==> src/rtl/ppu_scroll_regs.sv <==
// ppu_scroll_regs: PPU loopy scroll/address registers (v, t, fine X, write latch).
//   CPU side : reg_wr_en/reg_rd_en pulses with reg_sel ($2000-$2007) and reg_wdata,
//              sampled every clk regardless of clk_en.
//   Render   : h_scroll/v_scroll/h_update/v_update strobes, qualified by clk_en.
//   Outputs  : vAddr ({1'b0, v}), fX, w_toggle, t_addr, all straight from flops.
//   Reset    : rst_n, asynchronous, active-low.
//   Option   : define SCROLL_RENDER_GATE_EN to ignore the render strobes
//              whenever render_en is low.
module ppu_scroll_regs (
  input  logic        clk,
  input  logic        rst_n,
  input  logic        clk_en,
  input  logic        reg_wr_en,
  input  logic        reg_rd_en,
  input  logic [2:0]  reg_sel,
  input  logic [7:0]  reg_wdata,
  input  logic        render_en,
  input  logic        h_scroll,
  input  logic        v_scroll,
  input  logic        h_update,
  input  logic        v_update,
  output logic [15:0] vAddr,
  output logic [2:0]  fX,
  output logic        w_toggle,
  output logic [14:0] t_addr
);

  localparam int unsigned ADDR_W = 15;
  localparam int unsigned FINE_W = 3;

  logic [ADDR_W-1:0] v_q, v_d, t_q, t_d, v_strb;
  logic [FINE_W-1:0] fx_q, fx_d;
  logic              w_q, w_d;
  logic              inc32_q, inc32_d;

  logic strobe_en;
  logic wr_ctrl, wr_scroll, wr_addr, rd_status, data_acc;

`ifdef SCROLL_RENDER_GATE_EN
  assign strobe_en = clk_en & render_en;
`else
  logic unused_render_en;
  assign unused_render_en = render_en;
  assign strobe_en = clk_en;
`endif

  // Register access decode
  assign wr_ctrl   = reg_wr_en && (reg_sel == 3'd0);
  assign wr_scroll = reg_wr_en && (reg_sel == 3'd5);
  assign wr_addr   = reg_wr_en && (reg_sel == 3'd6);
  assign rd_status = reg_rd_en && (reg_sel == 3'd2);
  assign data_acc  = (reg_wr_en || reg_rd_en) && (reg_sel == 3'd7);

  // Render-side v update: horizontal fields {v[10], v[4:0]}, vertical fields
  // {v[14:11], v[9:5]} are disjoint so both halves may apply in one cycle.
  always_comb begin
    v_strb = v_q;
    if (strobe_en) begin
      if (h_update) begin
        v_strb[10]  = t_q[10];
        v_strb[4:0] = t_q[4:0];
      end else if (h_scroll) begin
        if (v_q[4:0] == 5'd31) begin
          v_strb[4:0] = 5'd0;
          v_strb[10]  = ~v_q[10];
        end else begin
          v_strb[4:0] = v_q[4:0] + 5'd1;
        end
      end

      if (v_update) begin
        v_strb[14:11] = t_q[14:11];
        v_strb[9:5]   = t_q[9:5];
      end else if (v_scroll) begin
        if (v_q[14:12] != 3'd7) begin
          v_strb[14:12] = v_q[14:12] + 3'd1;
        end else begin
          v_strb[14:12] = 3'd0;
          // Row 29 is the last visible tile row; 30/31 are attribute space
          // and wrap without switching nametables.
          case (v_q[9:5])
            5'd29: begin
              v_strb[9:5] = 5'd0;
              v_strb[11]  = ~v_q[11];
            end
            5'd31:   v_strb[9:5] = 5'd0;
            default: v_strb[9:5] = v_q[9:5] + 5'd1;
          endcase
        end
      end
    end
  end

  // CPU register side; v writes from the CPU win over render strobes.
  always_comb begin
    t_d     = t_q;
    fx_d    = fx_q;
    w_d     = w_q;
    inc32_d = inc32_q;
    v_d     = v_strb;

    if (wr_ctrl) begin
      t_d[11:10] = reg_wdata[1:0];
      inc32_d    = reg_wdata[2];
    end

    if (wr_scroll) begin
      if (!w_q) begin
        t_d[4:0] = reg_wdata[7:3];
        fx_d     = reg_wdata[2:0];
        w_d      = 1'b1;
      end else begin
        t_d[14:12] = reg_wdata[2:0];
        t_d[9:5]   = reg_wdata[7:3];
        w_d        = 1'b0;
      end
    end

    if (wr_addr) begin
      if (!w_q) begin
        t_d[13:8] = reg_wdata[5:0];
        t_d[14]   = 1'b0;
        w_d       = 1'b1;
      end else begin
        t_d[7:0] = reg_wdata;
        v_d      = {t_q[14:8], reg_wdata};
        w_d      = 1'b0;
      end
    end

    if (rd_status) begin
      w_d = 1'b0;
    end

    if (data_acc) begin
      v_d = v_q + (inc32_q ? ADDR_W'(32) : ADDR_W'(1));
    end
  end

  // State register
  always_ff @(posedge clk or negedge rst_n) begin
    if (!rst_n) begin
      v_q     <= '0;
      t_q     <= '0;
      fx_q    <= '0;
      w_q     <= 1'b0;
      inc32_q <= 1'b0;
    end else begin
      v_q     <= v_d;
      t_q     <= t_d;
      fx_q    <= fx_d;
      w_q     <= w_d;
      inc32_q <= inc32_d;
    end
  end

  assign vAddr    = {1'b0, v_q};
  assign fX       = fx_q;
  assign w_toggle = w_q;
  assign t_addr   = t_q;

endmodule
==> config.mk <==
export PLATFORM = sky130hd
export DESIGN_NAME = ppu_scroll_regs
export DESIGN_NICKNAME = d
export VERILOG_FILES = /design/src/rtl/ppu_scroll_regs.sv
export SDC_FILE = /design/constraint.sdc
export NUM_CORES = 1
export LEC_CHECK = 0
export ABC_AREA = 1
export BUFFER_PORTS_ARGS = -buffer_cell sky130_fd_sc_hd__buf_4
export CAP_MARGIN = 10
export CORE_ASPECT_RATIO = 1.75
export CORE_MARGIN = 5
export CORE_UTILIZATION = 56
export DETAILED_ROUTE_END_ITERATION = 16
export HOLD_SLACK_MARGIN = 0.02
export PLACE_DENSITY = 0.79
export SETUP_SLACK_MARGIN = 0.3
export SKIP_CTS_REPAIR_TIMING = 1
export SYNTH_ARGS = -nofsm -noshare
export SYNTH_HDL_FRONTEND = slang
export SYNTH_SLANG_ARGS = --single-unit
==> constraint.sdc <==
create_clock -name clk -period 1.9 [get_ports clk]
set_input_delay 0 -clock clk [delete_from_list [all_inputs] [get_ports clk]]
set_output_delay 0 -clock clk [all_outputs]
set_load 0.02 [all_outputs]
==> results.toml <==
[run_status]
status = "finished clean"

[placed_design]
place_ws_ns = 0.152
numPortBuffers = 53
place_congestion = 0.937
dp_hpwl_um = 6030

[final_layout]
layout_common_cells = "nand2_1, buf_4, inv_1"
antennaDiodeCount = 0
mostFrequentLayoutCell = "nand2_1"
drive_above_1_share_pct = 32.8
area_growth_pct = 32.0
fin_nets = 488

[setup_path]
r2r-end = "v_q[6]$_DFF_PN0_"
reg2reg_depth = 9
slowest_delay_ns = 0.43
slowest_stage = "dfrtp_1"
crit_path_cell_trace = "inv_2 > ha_4 > ha_4 > nand3_4 > o21bai_4 > buf_4 > xor2_1 > nor2_1 > a21oi_1"
cp_num_buf_inv = 2
rrSetupSlack_ns = 0.23
r2r_start = "inc32_q$_DFFE_PN0P_"
startpoint_type = "register"
arrival_ns = 1.88
crit_type = "reg -> reg"
crit_path_frequent_cell = "ha_4"
crit_fanout = 3
worstPathRequired_ns = 2.11
crit_path_end_kind = "register"
crit_family = "flip-flops"

[timing]
fmax_mhz = 597
rsz0062_at_grt = "yes"
tightestPinTransition_ns = 0.507
finalCritPeriodShare_pct = 88.1
setup_violations = 0
fin_worst_skew_ns = 0.00709
drv_slew = 0
final.setup.tns_ns = 0
slew_headroom_pct = 66.1
final-hold-violation-count = 0
layout_min_cycle_time_ns = 1.67
setup_ws_ns = 0.226

[cts]
clkLatencyLatePin_ns = 0.29
clkSinkCount = 35
clk_pin_slew_ns = 0.08
htreeDepth = 2
numCtsBuffers = 5
cts_tree = "done"
cts_buffer_depth = 2
cts-root-buf = "clkbuf_8"

[route]
wl_per_cell_um = 16.6
totalWireLength_um = 8490
antenna_left = 0
drc = 0
drt_first_pass_iters = 5
drt_iter0_markers = 203
vias_per_cell = 5.78
vias = 2950

[synth]
synth-seq-cells = 35
yosysUniqueCellTypes = 41
synth.cell_area_mm2 = 0.00274
synth.yosys.seq_area_share_pct = 32.0
syn_area_per_cell_um2 = 7.07
ys.warnings.count = 0
syn_nets = 418
synth_cells = 387

[floorplan]
die_h_um = 102
core_area_mm2 = 0.00471
design.die.area_mm2 = 0.00644
fp.dieW_um = 62.8
rows = 33
io_pins = 56
initial_utilization_pct = 58.1

[power_and_ir_drop]
vdd_drop_max_uv = 972
p_comb_share_pct = 48.0
p_leak_nw = 1.76
clockPowerShare_pct = 19.2
p_switching_mw = 1.61
p_int_mw = 2.19
power_frac_seq_pct = 32.8
power_density_mw_per_mm2 = 1050
p_sw_share_pct = 42.4

[global_route]
grt_pass1_wl_um = 13100
grt_pass1_vias = 2821
antenna_found_initial = 0
gr-total-overflow = 0
grtUsageTotal_pct = 25.4
grt_max_degree = 36

[worst_hold_path]
hold_end = "t_addr[14]$_DFF_PN0_"
hold_path_depth = 3
hp-class = "in -> reg"
hold_start = "reg_wdata[2]"

[run]
maxCapViolations = 0
-- cells in the mapped netlist, drive strengths merged --
library cell,count,area (µm²)
xnor2,1,8.76
o31ai,1,7.51
ha,10,125
o22ai,1,6.26
nor2,32,133
o21ai,44,231
nand3,33,190
clkinv,1,3.75
a21oi,31,166
conb,1,3.75
o21bai,3,26.3
nor3,3,20.0
inv,51,191
dfrtp,35,876
xor2,6,52.6
and3,1,6.26
buf,12,75.1
or2,3,18.8
o211ai,9,77.6
o221ai,5,68.8
nand3b,2,15.0
nand2,94,363
nand4,6,52.6
clkbuf,2,17.5
-- through the flow --
step                      total power, mW  util, %  hold WS, ns  cells  cell area, µm²
after floorplan                      2.15        -       -0.296    387            2740
after global placement               2.74     66.9      -0.0132    483            3150
after detailed placement             2.77     66.9      -0.0159    483            3150
after CTS                            3.50     69.5       -0.329    491            3270
after global routing                 4.07     76.7       0.0409    510            3610
final                                3.81     76.7       0.0218    510            3610
-- per-layer routing --
metal	global-route usage [%]	wire length, µm	vias to the layer above
met5	0	0	-
met4	15.2	249	0
met3	4.07	472	21
met2	44.6	4540	124
met1	28.8	3230	1377
li1	-	-	1428
-- worst min-delay path: cells and delay by family --
kind            cells  cell delay (ns)
compound gates      2             0.19
buf+inv             1             0.08
-- cells by family after synthesis --
kind of cell    synth area share [%]
flops                           32.0
buf+inv                         10.5
compound gates                  21.4
xor+xnor                        2.24
fa+ha+maj                       4.57
other cells                    0.137
simple gates                    29.2
-- registers in the layout, summed over array words and instances (netlist names), named ones only --
| name | cells |
|---|---|
| v_q | 15 |
| t_addr | 13 |
| w_toggle | 1 |
| fX | 3 |
| inc32_q | 1 |
-- power by group through the flow --
stage | clock [mW] | combinational, mW | sequential (mW)
2_1_floorplan | 0 | 0.742 | 1.41
3_5_place_dp | 0 | 1.53 | 1.24
6_report | 0.729 | 1.83 | 1.25
4_1_cts | 0.731 | 1.54 | 1.22
5_1_grt | 0.787 | 2.00 | 1.28
3_3_place_gp | 0 | 1.51 | 1.23
-- worst max path at each step --
stage / startpoint / end / slack, ns / cells past startpoint
floorplan: v_q[0]$_DFF_PN0_ / v_q[4]$_DFF_PN0_ / 0.30 / 7
global placement: v_q[12]$_DFF_PN0_ / v_q[11]$_DFF_PN0_ / 0.19 / 10
detailed placement: v_q[12]$_DFF_PN0_ / v_q[11]$_DFF_PN0_ / 0.15 / 10
CTS: v_q[12]$_DFF_PN0_ / v_q[11]$_DFF_PN0_ / 0.14 / 10
global route: inc32_q$_DFFE_PN0P_ / v_q[6]$_DFF_PN0_ / 0.17 / 9
finish: inc32_q$_DFFE_PN0P_ / v_q[6]$_DFF_PN0_ / 0.23 / 9
-- final cells by class --
type	count	area, µm²
fill	382	1090
tap	52	65.1
clock inverter	2	38.8
clock buffer	6	82.6
inverter	52	198
timing repair buffer	77	591
sequential	35	885
multi-input combinational	286	1750
Note: power is estimated with default switching activity, not from simulation.
